===== config.mk =====
export PLATFORM = sky130hd
export DESIGN_NAME = dma_cpl_router
export DESIGN_NICKNAME = d
export VERILOG_FILES = /design/src/rtl/dma_cpl_router_pkg.sv /design/src/rtl/dma_cpl_router_cpl_trk_fifo.sv /design/src/rtl/dma_cpl_router.sv
export SDC_FILE = /design/constraint.sdc
export NUM_CORES = 1
export LEC_CHECK = 0
export ABC_AREA = 1
export BUFFER_PORTS_ARGS = -buffer_cell sky130_fd_sc_hd__buf_2
export CAP_MARGIN = 20
export CORE_MARGIN = 2
export CORE_UTILIZATION = 55
export DETAILED_ROUTE_END_ITERATION = 8
export PLACE_DENSITY = 0.74
export SETUP_SLACK_MARGIN = 0.02
export SLEW_MARGIN = 15
export SYNTH_ARGS = -nofsm -noshare
export SYNTH_HDL_FRONTEND = slang
export SYNTH_SLANG_ARGS = --single-unit
export TNS_END_PERCENT = 20

===== constraint.sdc =====
create_clock -name aclk -period 3.7 [get_ports aclk]
set_input_delay 0.925 -clock aclk [delete_from_list [all_inputs] [get_ports aclk]]
set_output_delay 0.925 -clock aclk [all_outputs]
set_load 0.02 [all_outputs]

===== src/rtl/dma_cpl_router_pkg.sv =====
// dma_cpl_router_pkg: shared types, default sizes and helpers for the DMA completion router
//  cpl_trk_t  : tracked request record {rid, ctl} at the default region-ID width
//  popcnt16   : number of set bits in a 16-bit vector (up to 16 regions)
package dma_cpl_router_pkg;
  localparam int CPL_RID_BITS = 4;
  localparam int CPL_TRK_DEPTH = 32;
  localparam int CPL_MAX_REGIONS = 16;
  typedef struct packed {
    logic [CPL_RID_BITS-1:0] rid;
    logic                    ctl;
  } cpl_trk_t;
  function automatic logic [4:0] popcnt16(input logic [15:0] v);
    popcnt16 = '0;
    for (int i = 0; i < 16; i++) popcnt16 += 5'(v[i]);
  endfunction
endpackage


===== src/rtl/dma_cpl_router_cpl_trk_fifo.sv =====
// cpl_trk_fifo: synchronous FIFO of request records, no bypass (a push is visible at dout next cycle)
//  clk/rst     : clock, synchronous active-high reset
//  push/din    : write record (ignored when full)
//  pop/dout    : read head (ignored when empty); dout is the current head
//  count/full/empty : occupancy status
module cpl_trk_fifo
  import dma_cpl_router_pkg::*;
#(
  parameter int W = CPL_RID_BITS + 1,
  parameter int DEPTH = CPL_TRK_DEPTH,
  localparam int CW = $clog2(DEPTH + 1),
  localparam int AW = $clog2(DEPTH)
) (
  input  logic          clk,
  input  logic          rst,
  input  logic          push,
  input  logic [W-1:0]  din,
  input  logic          pop,
  output logic [W-1:0]  dout,
  output logic [CW-1:0] count,
  output logic          full,
  output logic          empty
);
  logic [W-1:0] mem [DEPTH];
  logic [AW-1:0] wp, rp;
  logic do_push, do_pop;
  assign do_push = push & ~full;
  assign do_pop = pop & ~empty;
  assign full = count == CW'(DEPTH);
  assign empty = count == '0;
  assign dout = mem[rp];
  always_ff @(posedge clk) if (do_push) mem[wp] <= din;
  always_ff @(posedge clk) begin
    if (rst) begin
      wp <= '0;
      rp <= '0;
      count <= '0;
    end else begin
      wp <= wp + AW'(do_push);
      rp <= rp + AW'(do_pop);
      count <= count + CW'(do_push) - CW'(do_pop);
    end
  end
endmodule


===== src/rtl/dma_cpl_router.sv =====
// dma_cpl_router: tracks granted DMA requests in issue order and routes in-order done pulses to region TLBs
//  aclk/areset          : clock, synchronous active-high reset
//  s_iss_valid/ready    : granted request handshake; ready is registered (credit available)
//  s_iss_rid/ctl        : owning region, whether a done token is wanted
//  s_done               : in-order done pulse from the DMA engine (no backpressure)
//  m_done_valid/ready   : per-region done token handshake
//  outstanding          : in-flight credits = FIFO occupancy + pending tokens
//  err_unexp            : sticky, done with empty tracker or token for a nonexistent region
module dma_cpl_router
  import dma_cpl_router_pkg::*;
#(
  parameter int N_REGIONS = 1,
  parameter int DEPTH = CPL_TRK_DEPTH,
  parameter int RID_BITS = CPL_RID_BITS,
  localparam int CW = $clog2(DEPTH + 1)
) (
  input  logic                 aclk,
  input  logic                 areset,
  input  logic                 s_iss_valid,
  output logic                 s_iss_ready,
  input  logic [RID_BITS-1:0]  s_iss_rid,
  input  logic                 s_iss_ctl,
  input  logic                 s_done,
  output logic [N_REGIONS-1:0] m_done_valid,
  input  logic [N_REGIONS-1:0] m_done_ready,
  output logic [CW-1:0]        outstanding,
  output logic                 err_unexp
);
  typedef struct packed {
    logic [RID_BITS-1:0] rid;
    logic                ctl;
  } trk_t;
  trk_t din, head;
  logic push, pop, tok, drop, free, full, empty;
  logic [CW-1:0] occ, out_next;
  logic [N_REGIONS-1:0] hs;
  assign din = '{rid: s_iss_rid, ctl: s_iss_ctl};
  assign push = s_iss_valid & s_iss_ready & ~full;
  // empty is registered, so a same-cycle push never satisfies a done
  assign pop = s_done & ~empty;
  assign tok = pop & head.ctl;
  assign drop = tok & (int'(head.rid) >= N_REGIONS);
  // a popped entry frees its credit now unless it becomes a pending token
  assign free = (pop & ~head.ctl) | drop;
  assign hs = m_done_valid & m_done_ready;
  assign out_next = outstanding + CW'(push) - CW'(free) - CW'(popcnt16(16'(hs)));
  cpl_trk_fifo #(.W($bits(trk_t)), .DEPTH(DEPTH)) u_fifo (
    .clk(aclk), .rst(areset), .push(push), .din(din), .pop(pop),
    .dout(head), .count(occ), .full(full), .empty(empty)
  );
  for (genvar r = 0; r < N_REGIONS; r++) begin : g_reg
    logic [CW-1:0] pend;
    logic inc;
    assign inc = tok && int'(head.rid) == r;
    assign m_done_valid[r] = pend != '0;
    always_ff @(posedge aclk) pend <= areset ? '0 : pend + CW'(inc) - CW'(hs[r]);
  end
  always_ff @(posedge aclk) begin
    if (areset) begin
      outstanding <= '0;
      s_iss_ready <= 1'b0;
      err_unexp <= 1'b0;
    end else begin
      outstanding <= out_next;
      s_iss_ready <= out_next < CW'(DEPTH);
      err_unexp <= err_unexp | (s_done & empty) | drop;
    end
  end
  always_ff @(posedge aclk) if (!areset) a_credit : assert (outstanding >= occ);
endmodule


==> metrics.yaml, run 1 <==
grt_pass1_wl_um: 25000
hold_path_depth: 2
fin_tns_setup_ns: 0
worst-slew-pin-transition_ns: 0.679
avgSynthCellArea_um2: 11.4
rsz0062_at_grt: "no"
worstHoldStart: "u_fifo.wp[4]"
core_mm2: 0.0144
drt_iter0_drc: 433
finalSetupViolCount: 0
antenna_found_initial: 0
area_growth_pct: 11.5
period_share_pct: 93.6
die_w_um: 125
synth-main-ff-cell: "edfxtp_1"
finClkSkew_ns: 0.00596
design_area_mm2: 0.00891
worst-setup-path-type: "reg -> reg"
synth_cell_types: 35
fin_crit_ns: 3.46
path_delay_family: "adder cells"
arrival_ns: 3.75
grt_usage_pct: 20.8
synth_compound_area_share_pct: 3.26
fmax_ghz: 0.289
hold_violations: 0
dpl_cell_area_mm2: 0.00826
critPathLaunchType: "flop"
r2r-end: "s_iss_ready"
timing.hold.ws_ns: 0.543
leakagePower_nw: 3.42
die_h_um: 125
grt_pass1_vias: 5063
layout-drive-gt1-share_pct: 10.2
slowest_delay_ns: 0.39
clock_latency_ns: 0.42
io_pins: 19
cts_buffer_depth: 2
ys_seq_area_share_pct: 67.6
synth_top_family_by_area: "simple AND/OR/NAND/NOR gates"
path_cells: "inv_2 -> buf_12 -> buf_4 -> nand2_1 -> nand3_1 -> nand3_1 -> nand2_1 -> nand2_1 -> nand3_2 -> nand2_2 -> a21oi_4 -> nor2_2 -> fa_2 -> ha_1 -> inv_1 -> ha_2 -> inv_1 -> fa_2 -> o31ai_4 -> xor2_1 -> nor2_1"
synth-seq-cells: 190
synthArstFlopShare_pct: 0
gr-total-overflow: 0
drv_slew: 0
grt_max_degree: 33
num_vias: 5038
ys_warn_count: 0
max_cap_viol_count: 0
reg2reg_slack_ns: 0.24
power.density_mw_per_mm2: 666
post_drt_wl_per_cell_um: 16.7
ant_nets: 0
yosys.area_share.simple_pct: 17.5
numCtsBuffers: 17
synth_edf_count: 160
cts_max_level: 4
synth_fa_ha_area_share_pct: 5.23
drc: 0
r2r_cells: 21
synth_top_area_cell: "edfxtp_1"
clkTransAtPathRegs_ns: 0.07
max_slew_margin_pct: 54.7
final_common_cell: "edfxtp_1"
post-dp-hpwl_um: 9750
path_buf_inv: 5
path_max_fanout: 21
mostFrequentLayoutCells: "160 x edfxtp_1, 116 x nand2_1, 104 x nor2_1"
synth_area_leaders: "edfxtp_1 60%, dfxtp_1 7.5%, nand2_1 5.5%, nor2_1 5.0%, ha_1 4.2%"
syn-num-nets: 743
vias_per_cell: 5.43
end_kind: "flop"
die_area_mm2: 0.0155
cpMostUsedCell: "nand2_1"
synthDominantCellAreaShare_pct: 60.1
final_nets: 771
start_util_pct: 55.6
portBuffers: 18
cp.required_ns: 3.99
antennaDiodeCount: 0
routabilityCongestion: 0.845
synth_mux_area_share_pct: 0
std_cell_rows: 44
hp-class: "reg -> reg"
run_status: "complete, no violations"
synthCells: 702
cts_tree: "yes"
cts_sinks: 190
worstHoldEndpoint: "u_fifo.wp[4]"
cpMaxStageDelayCell: "fa_2"
root_buffer: "clkbuf_16"
reg2reg_from: "u_fifo.rp[0]"
synthesis.area_mm2: 0.00799
dr.pass1.iters: 5
peakVddDrop_mv: 0.571
wirelength_um: 15500
finish.utilization_pct: 62.0
synth_xor_area_share_pct: 0.329
==> worst min-delay path, delay by kind of cell, from the launching register on <==
| family | cells | cell delay, ns |
|---|---|---|
| flops | 1 | 0.34 |
| compound gates | 2 | 0.15 |
==> power breakdown <==
group	total (mW)	internal (mW)	switching, mW
sequential	2.52	2.44	0.0799
clock	1.83	1.06	0.763
combinational	1.59	0.611	0.975
total	5.94	4.12	1.82
==> flip-flops by register name, indices dropped and copies added, names as in the netlist <==
register,count
s_iss_ready,1
g.pend,6
err_unexp,1
u_fifo.wp,5
u_fifo.mem,160
u_fifo.count,6
outstanding,6
u_fifo.rp,5
==> how the worst max path moves through the flow <==
stage | startpoint | endpoint | slack [ns] | depth (start not counted)
after floorplan | u_fifo.rp[1] | outstanding[5] | 0.45 | 21
after global placement | u_fifo.rp[1] | outstanding[5] | 0.15 | 23
after detailed placement | u_fifo.rp[1] | outstanding[5] | 0.02 | 23
after CTS | u_fifo.rp[0] | s_iss_ready | 0.02 | 19
after global routing | u_fifo.rp[1] | outstanding[5] | 0.02 | 23
final | u_fifo.rp[0] | s_iss_ready | 0.24 | 21
==> per-stage QoR <==
| step | setup WS (ns) | total power [mW] | instances |
|---|---|---|---|
| finish | 0.238 | 5.94 | 927 |
| global route | 0.0195 | 6.26 | 927 |
| CTS | 0.0218 | 5.88 | 925 |
| detailed placement | 0.0242 | 4.06 | 893 |
| global placement | 0.148 | 3.97 | 893 |
| floorplan | 0.454 | 3.68 | 702 |
==> routing by layer <==
layer  part of all wire (%)  GRT usage (%)
met4                    2.2           8.33
met2                     50           35.6
met3                    6.0           4.47
met1                     42           25.9
met5                      0              0
==> repair_timing <==
item	4_1_cts	5_1_grt
resized for setup	1	13
setup buffers	0	2
endpoints found under the setup margin	2	2
hold buffers	0	0
pin swaps	0	7
==> Yosys cell counts (2+ instances only) <==
cell type    n
edfxtp_1   160
nand2_1    117
nor2_1     106
inv_1       87
nand3_1     62
dfxtp_1     30
ha_1        27
o21ai_0     16
nor3_1      15
a21oi_1     11
nor3b_1      9
o21bai_1     7
buf_6        6
buf_2        5
clkbuf_1     5
fa_1         4
nand4_1      4
o21ai_1      4
nand3_2      3
nand3b_1     3
a21o_1       2
a21oi_2      2
a31oi_1      2
buf_4        2
nand2_2      2
xnor2_1      2
==> area by class of cell <==
class	count	area, µm²
Fill cell	1090	5450
Sequential cell	190	5410
Multi-Input combinational cell	403	2140
Clock buffer	18	429
Inverter	90	345
Tap cell	184	230
Timing Repair Buffer	28	194
Clock inverter	14	166
==> cells by family (layout without fill, tap and decap cells) <==
kind of cell	count (synthesis)	count (layout)
AND/OR/NAND/NOR	324	324
flip-flops	190	190
buffers and inverters	109	150
AO/OA/AOI/OAI	45	45
adder cells (fa/ha/maj)	31	31
XOR/XNOR	3	3
(Power assumes the default switching activity.)
==> inputs of run 2 (changes only) <==
--- a/config.mk
+++ b/config.mk
@@ -12,9 +12,9 @@
 export CORE_UTILIZATION = 55
 export DETAILED_ROUTE_END_ITERATION = 8
 export PLACE_DENSITY = 0.74
-export SETUP_SLACK_MARGIN = 0.02
+export SETUP_SLACK_MARGIN = 0.2
 export SLEW_MARGIN = 15
 export SYNTH_ARGS = -nofsm -noshare
 export SYNTH_HDL_FRONTEND = slang
+export SYNTH_HIERARCHICAL = 1
 export SYNTH_SLANG_ARGS = --single-unit
-export TNS_END_PERCENT = 20
==> run 2 against run 1 <==
  * Highest routed layer unchanged
  * Non-clock buffer count up 13
  * Sequential share of layout area down 6.7 points
  * Sequential power about the same
  * Synthesized area up 9.1%
  * Cell area up 12%
==> metrics.yaml, run 2 <==
run_status: "complete, no violations"
synth_top_area_cell: "edfxtp_1"
grt_usage_pct: 24.2
io_pins: 19
period_share_pct: 93.5
cp.required_ns: 4.02
peakVddDrop_mv: 0.464
drt_iter0_drc: 797
final_common_cell: "nand2_1"
worstHoldStart: "u_fifo/wp[4]"
post-dp-hpwl_um: 11700
max_slew_margin_pct: 51.0
wirelength_um: 20100
grt_max_degree: 43
max_cap_viol_count: 0
clock_latency_ns: 0.44
synthDominantCellAreaShare_pct: 55.1
drv_slew: 0
finalSetupViolCount: 0
post_drt_wl_per_cell_um: 17.5
largest_reg_flops: 160
portBuffers: 18
core_mm2: 0.0157
grt_pass1_vias: 5829
hp-class: "reg -> reg"
root_buffer: "clkbuf_16"
synthArstFlopShare_pct: 0
synth-seq-cells: 190
timing.hold.ws_ns: 0.539
ys_seq_area_share_pct: 62.0
final_nets: 964
finClkSkew_ns: 0.00991
die_h_um: 130
critPathLaunchType: "flop"
clkTransAtPathRegs_ns: 0.07
reg2reg_from: "u_fifo/rp[0]"
arrival_ns: 3.78
area_growth_pct: 14.9
path_max_fanout: 8
num_vias: 6147
fin_crit_ns: 3.46
vias_per_cell: 5.34
cts_sinks: 190
r2r_cells: 25
layout-drive-gt1-share_pct: 12.4
power.density_mw_per_mm2: 700
drc: 0
hold_path_depth: 2
routabilityCongestion: 0.869
numCtsBuffers: 17
cts_buffer_depth: 2
use_met1_pct: 31.7
cts_hold_buf: 0
grt_pass1_wl_um: 30200
avgSynthCellArea_um2: 9.73
rsz0062_at_grt: "yes"
worst_slack_ns: 0.241
std_cell_rows: 46
critPathLaunch: "u_fifo/rp[0]"
synth_cell_types: 27
cts_max_level: 4
synth-main-ff-cell: "edfxtp_1"
dp_slack_ns: -0.0171
syn-num-nets: 938
synthesis.area_mm2: 0.00872
largest-register: "u_fifo/mem"
grt.busiest_layer: "met2"
synth_edf_count: 160
start_util_pct: 55.5
worst-setup-path-type: "reg -> reg"
end_kind: "flop"
gr-total-overflow: 0
fmax_ghz: 0.289
synthCells: 897
leakagePower_nw: 4.17
cts_tree: "yes"
synth_most_common_cell: "nand2_1"
ant_nets: 0
mostFrequentLayoutCells: "245 x nand2_1, 160 x edfxtp_1, 135 x inv_1"
use_met2_pct: 39.7
worst-slew-pin-transition_ns: 0.734
synth_area_leaders: "edfxtp_1 55%, nand2_1 11%, dfxtp_1 6.9%, nand3_1 6.3%, inv_1 6.0%"
ys_warn_count: 6
antenna_found_initial: 0
die_area_mm2: 0.0169
antennaDiodeCount: 0
die_w_um: 130
dr.pass1.iters: 6
use_met3_pct: 5.25
hold_violations: 0
synth_common_cells: "250 x nand2_1, 160 x edfxtp_1, 140 x inv_1, 110 x nand3_1, 82 x nor2_1"
[run 2: cell types whose count changed in the layout (fill, tap and decap cells not counted), sizes merged, moves of 8 or more]
cell | previous run | this run
nand2 | 119 | 251
inv | 92 | 142
nand3 | 65 | 110
nor2 | 107 | 83
a21oi | 13 | 29
nor3 | 15 | 1
clkbuf | 18 | 28
o21ai | 20 | 10
nor3b | 9 | 1
[run 2: report_power, final]
part           total [mW]  switching (mW)  internal, mW
logic                2.63            1.57          1.07
clock network        1.84           0.794          1.05
registers            2.54          0.0969          2.44
[run 2: through the flow]
stage	setup TNS (ns)	area (µm²)	util [%]	cells	power, mW
6_report	0	10000	63.8	1152	7.02
5_1_grt	0	10000	63.8	1152	7.45
4_1_cts	0	9740	62.0	1143	6.69
3_5_place_dp	-0.0198	9000	57.3	1107	4.68
3_3_place_gp	0	9000	57.3	1107	4.62
2_1_floorplan	0	8720	-	897	4.20
[run 2: worst max-delay path, stage by stage (launching register included)]
cell and delay (ns):
dfxtp_4 0.44, clkinv_8 0.14, clkbuf_16 0.18, nand2_1 0.06
nand3_1 0.10, nand3_1 0.12, nand2_1 0.10, nor2_2 0.15
nand2_1 0.06, nand2_1 0.05, inv_1 0.04, nor2_2 0.09
nand2_2 0.11, inv_2 0.08, a21oi_2 0.05, fa_2 0.36
ha_4 0.22, inv_2 0.06, ha_4 0.13, inv_1 0.04
fa_2 0.35, inv_2 0.06, nand3_2 0.06, nand2_2 0.09
xor2_1 0.14, nor2_1 0.05
[run 2: routing by layer]
metal  wire, µm  part of all wire (%)  vias up
met4        505                   2.5        0
met2       9920                    49      252
met3       1480                   7.3       45
li1           -                     -     2948
met1       8240                    41     2902
met5          0                     0        -
[run 2: logic make-up (layout without fill, tap and decap cells)]
logic type | count (synthesis) | in the layout | share of synthesized area (%)
buffers and inverters | 175 | 214 | 8.49
and+or+nand+nor | 449 | 449 | 21.2
adders and majority gates | 31 | 31 | 4.79
AOI/OAI and AO/OA | 46 | 46 | 2.88
DFF | 190 | 190 | 62.0
xor gates and xnor gates | 6 | 6 | 0.689
[run 2: repair_timing]
item	in CTS	in global routing
endpoints found under the hold margin	0	0
endpoints found under the setup margin	3	4
pin swaps	4	15
setup buffers	1	3
cloned	3	6
resized for setup	20	30
[run 2: layout make-up]
| class | count | area, µm² |
|---|---|---|
| Fill cell | 1231 | 5690 |
| Sequential cell | 190 | 5410 |
| Multi-Input combinational cell | 532 | 2710 |
| Inverter | 141 | 542 |
| Clock buffer | 22 | 507 |
| Timing Repair Buffer | 41 | 487 |
| Tap cell | 216 | 270 |
| Clock inverter | 10 | 100 |
[run 2: worst paths after layout]
| path | to | slack [ns] |
|---|---|---|
| min | u_fifo/wp[4] | 0.54 |
| max | s_iss_ready | 0.24 |
| max reg2reg | s_iss_ready | 0.24 |
| min reg2reg | u_fifo/wp[4] | 0.54 |
==> inputs of run 3 (changes only) <==
--- a/config.mk
+++ b/config.mk
@@ -8,7 +8,6 @@
 export ABC_AREA = 1
 export BUFFER_PORTS_ARGS = -buffer_cell sky130_fd_sc_hd__buf_2
 export CAP_MARGIN = 20
-export CORE_MARGIN = 2
 export CORE_UTILIZATION = 55
 export DETAILED_ROUTE_END_ITERATION = 8
 export PLACE_DENSITY = 0.74
==> run 3 against run 2 <==
  * Combinational power grew 5%
  * Cell area increased by 1.8%
  * Non-clock buffer count rose by 3
  * First-iteration DRC count shrank 23%
  * Via count is 1.3% lower
  * Hold slack got worse by 0.0072 ns
  * Sequential cell count unchanged
  * Routed wire length is 4.2% lower
  * Critical path type unchanged
  * Critical endpoint unchanged
  * Largest cell class unchanged
==> metrics.yaml, run 3 (synthesis gave the netlist of run 2 again) <==
fin_crit_ns: 3.53
max_cap_viol_count: 0
layout-drive-gt1-share_pct: 14.7
post-dp-hpwl_um: 11200
sequentialPowerShare_pct: 35.1
reg2reg_slack_ns: 0.17
clock_latency_ns: 0.44
leakagePower_nw: 4.29
fillCellCount: 1175
worstHoldStart: "err_unexp"
root_buffer: "clkbuf_16"
finClkSkew_ns: 0.00768
r2r_cells: 25
gr-total-overflow: 0
final_common_cell: "nand2_1"
die_area_mm2: 0.0164
grt_pass1_vias: 5771
timing.hold.ws_ns: 0.532
grt_max_degree: 51
run_status: "complete, no violations"
end_kind: "flop"
r2r-end: "s_iss_ready"
grt_usage_pct: 24.6
largest-register: "u_fifo/mem"
largest_reg_flops: 160
dp_slack_ns: 0.0842
worstHoldEndpoint: "err_unexp"
clkTransAtPathRegs_ns: 0.07
wirelength_um: 19300
core_mm2: 0.0153
fmax_ghz: 0.283
swShare_pct: 34.1
path_max_fanout: 6
cts_hold_buf: 0
worst_slack_ns: 0.166
hold_violations: 0
antennaDiodeCount: 0
drt_iter0_drc: 614
die_h_um: 128
antenna_found_initial: 0
fin_tns_setup_ns: 0
std_cell_rows: 45
hp-class: "reg -> reg"
power.density_mw_per_mm2: 707
io_pins: 19
max_slew_margin_pct: 54.2
final_nets: 967
cts_tree: "yes"
peakVddDrop_mv: 0.484
area_growth_pct: 17.0
cts_max_level: 4
internal-power_mw: 4.76
dr.pass1.iters: 5
numCtsBuffers: 17
start_util_pct: 57.0
reg2reg_from: "u_fifo/rp[0]"
arrival_ns: 3.85
rsz0062_at_grt: "yes"
grt_pass1_wl_um: 29500
mostFrequentLayoutCells: "237 x nand2_1, 160 x edfxtp_1, 133 x inv_1"
period_share_pct: 95.5
post_drt_wl_per_cell_um: 16.8
cts_sinks: 190
drv_slew: 0
worst-slew-pin-transition_ns: 0.687
cts_buffer_depth: 2
pwr-share-comb_pct: 38.2
worst-setup-path-type: "reg -> reg"
critPathLaunchType: "flop"
hold_path_depth: 2
portBuffers: 18
vias_per_cell: 5.27
routabilityCongestion: 0.865
p_sw_mw: 2.46
finalSetupViolCount: 0
num_vias: 6066
ant_nets: 0
cp.required_ns: 4.01
drc: 0
p_clk_share_pct: 26.7
die_w_um: 128
run 3: how the worst max path moves through the flow:
| stage | start | end | slack, ns |
|---|---|---|---|
| after floorplan | u_fifo/rp[0] | s_iss_ready | 0.47 |
| after detailed placement | u_fifo/rp[0] | s_iss_ready | 0.08 |
| after global placement | u_fifo/rp[0] | s_iss_ready | 0.14 |
| after global routing | u_fifo/rp[0] | s_iss_ready | 0.02 |
| after CTS | u_fifo/rp[0] | s_iss_ready | 0.24 |
| final | u_fifo/rp[0] | s_iss_ready | 0.17 |
run 3: layer usage:
layer / track usage [%] / share of wire (%)
met5: 0 / 0
met4: 9.97 / 2.2
met3: 6.34 / 7.6
met2: 39.9 / 48
met1: 31.5 / 42
run 3: timing repair:
action / 4_1_cts / 5_1_grt
endpoints found under the hold margin: 0 / 0
pin swaps: 0 / 21
resized for setup: 16 / 66
cloned: 3 / 6
endpoints found under the setup margin: 2 / 3
buffers inserted: 2 / 3
run 3: worst max-delay path, stage by stage, from the launching register on:
cell,delay (ns)
dfxtp_4,0.43
clkinv_8,0.12
buf_12,0.16
buf_16,0.13
nand2_1,0.05
nand3_1,0.10
a21oi_1,0.21
nor2_1,0.07
nand2_1,0.07
nand2_1,0.05
inv_1,0.08
nor2_2,0.05
nand2_2,0.10
inv_2,0.05
a21oi_2,0.13
fa_2,0.45
inv_2,0.08
ha_4,0.13
ha_4,0.14
inv_2,0.04
fa_2,0.36
inv_2,0.06
nand3_2,0.05
nand2_2,0.09
xor2_1,0.14
nor2_1,0.05
run 3: area by class of cell:
type	instances	area (µm²)	share of cell area (%)
clock inverter	7	134	1.31
clock buffer	25	485	4.76
inverter	141	542	5.31
tap	211	264	2.59
multi-input combinational	532	2840	27.8
sequential	190	5410	53.0
timing repair buffer	44	531	5.20
run 3: stage by stage:
stage / utilization (%) / power, mW / instance area [µm²] / cells
finish: 66.6 / 7.22 / 10200 / 1150
global route: 66.6 / 7.64 / 10200 / 1150
CTS: 63.9 / 6.83 / 9790 / 1141
detailed placement: 58.8 / 4.70 / 9010 / 1104
global placement: 58.8 / 4.65 / 9010 / 1104
floorplan: - / 4.20 / 8720 / 897
run 3: power by group through the flow:
stage / Sequential [mW] / Clock, mW / Combinational, mW
5_1_grt: 2.55 / 2.03 / 3.05
4_1_cts: 2.53 / 1.94 / 2.36
3_5_place_dp: 2.57 / 0 / 2.13
6_report: 2.53 / 1.93 / 2.76
3_3_place_gp: 2.56 / 0 / 2.09
2_1_floorplan: 2.59 / 0 / 1.60
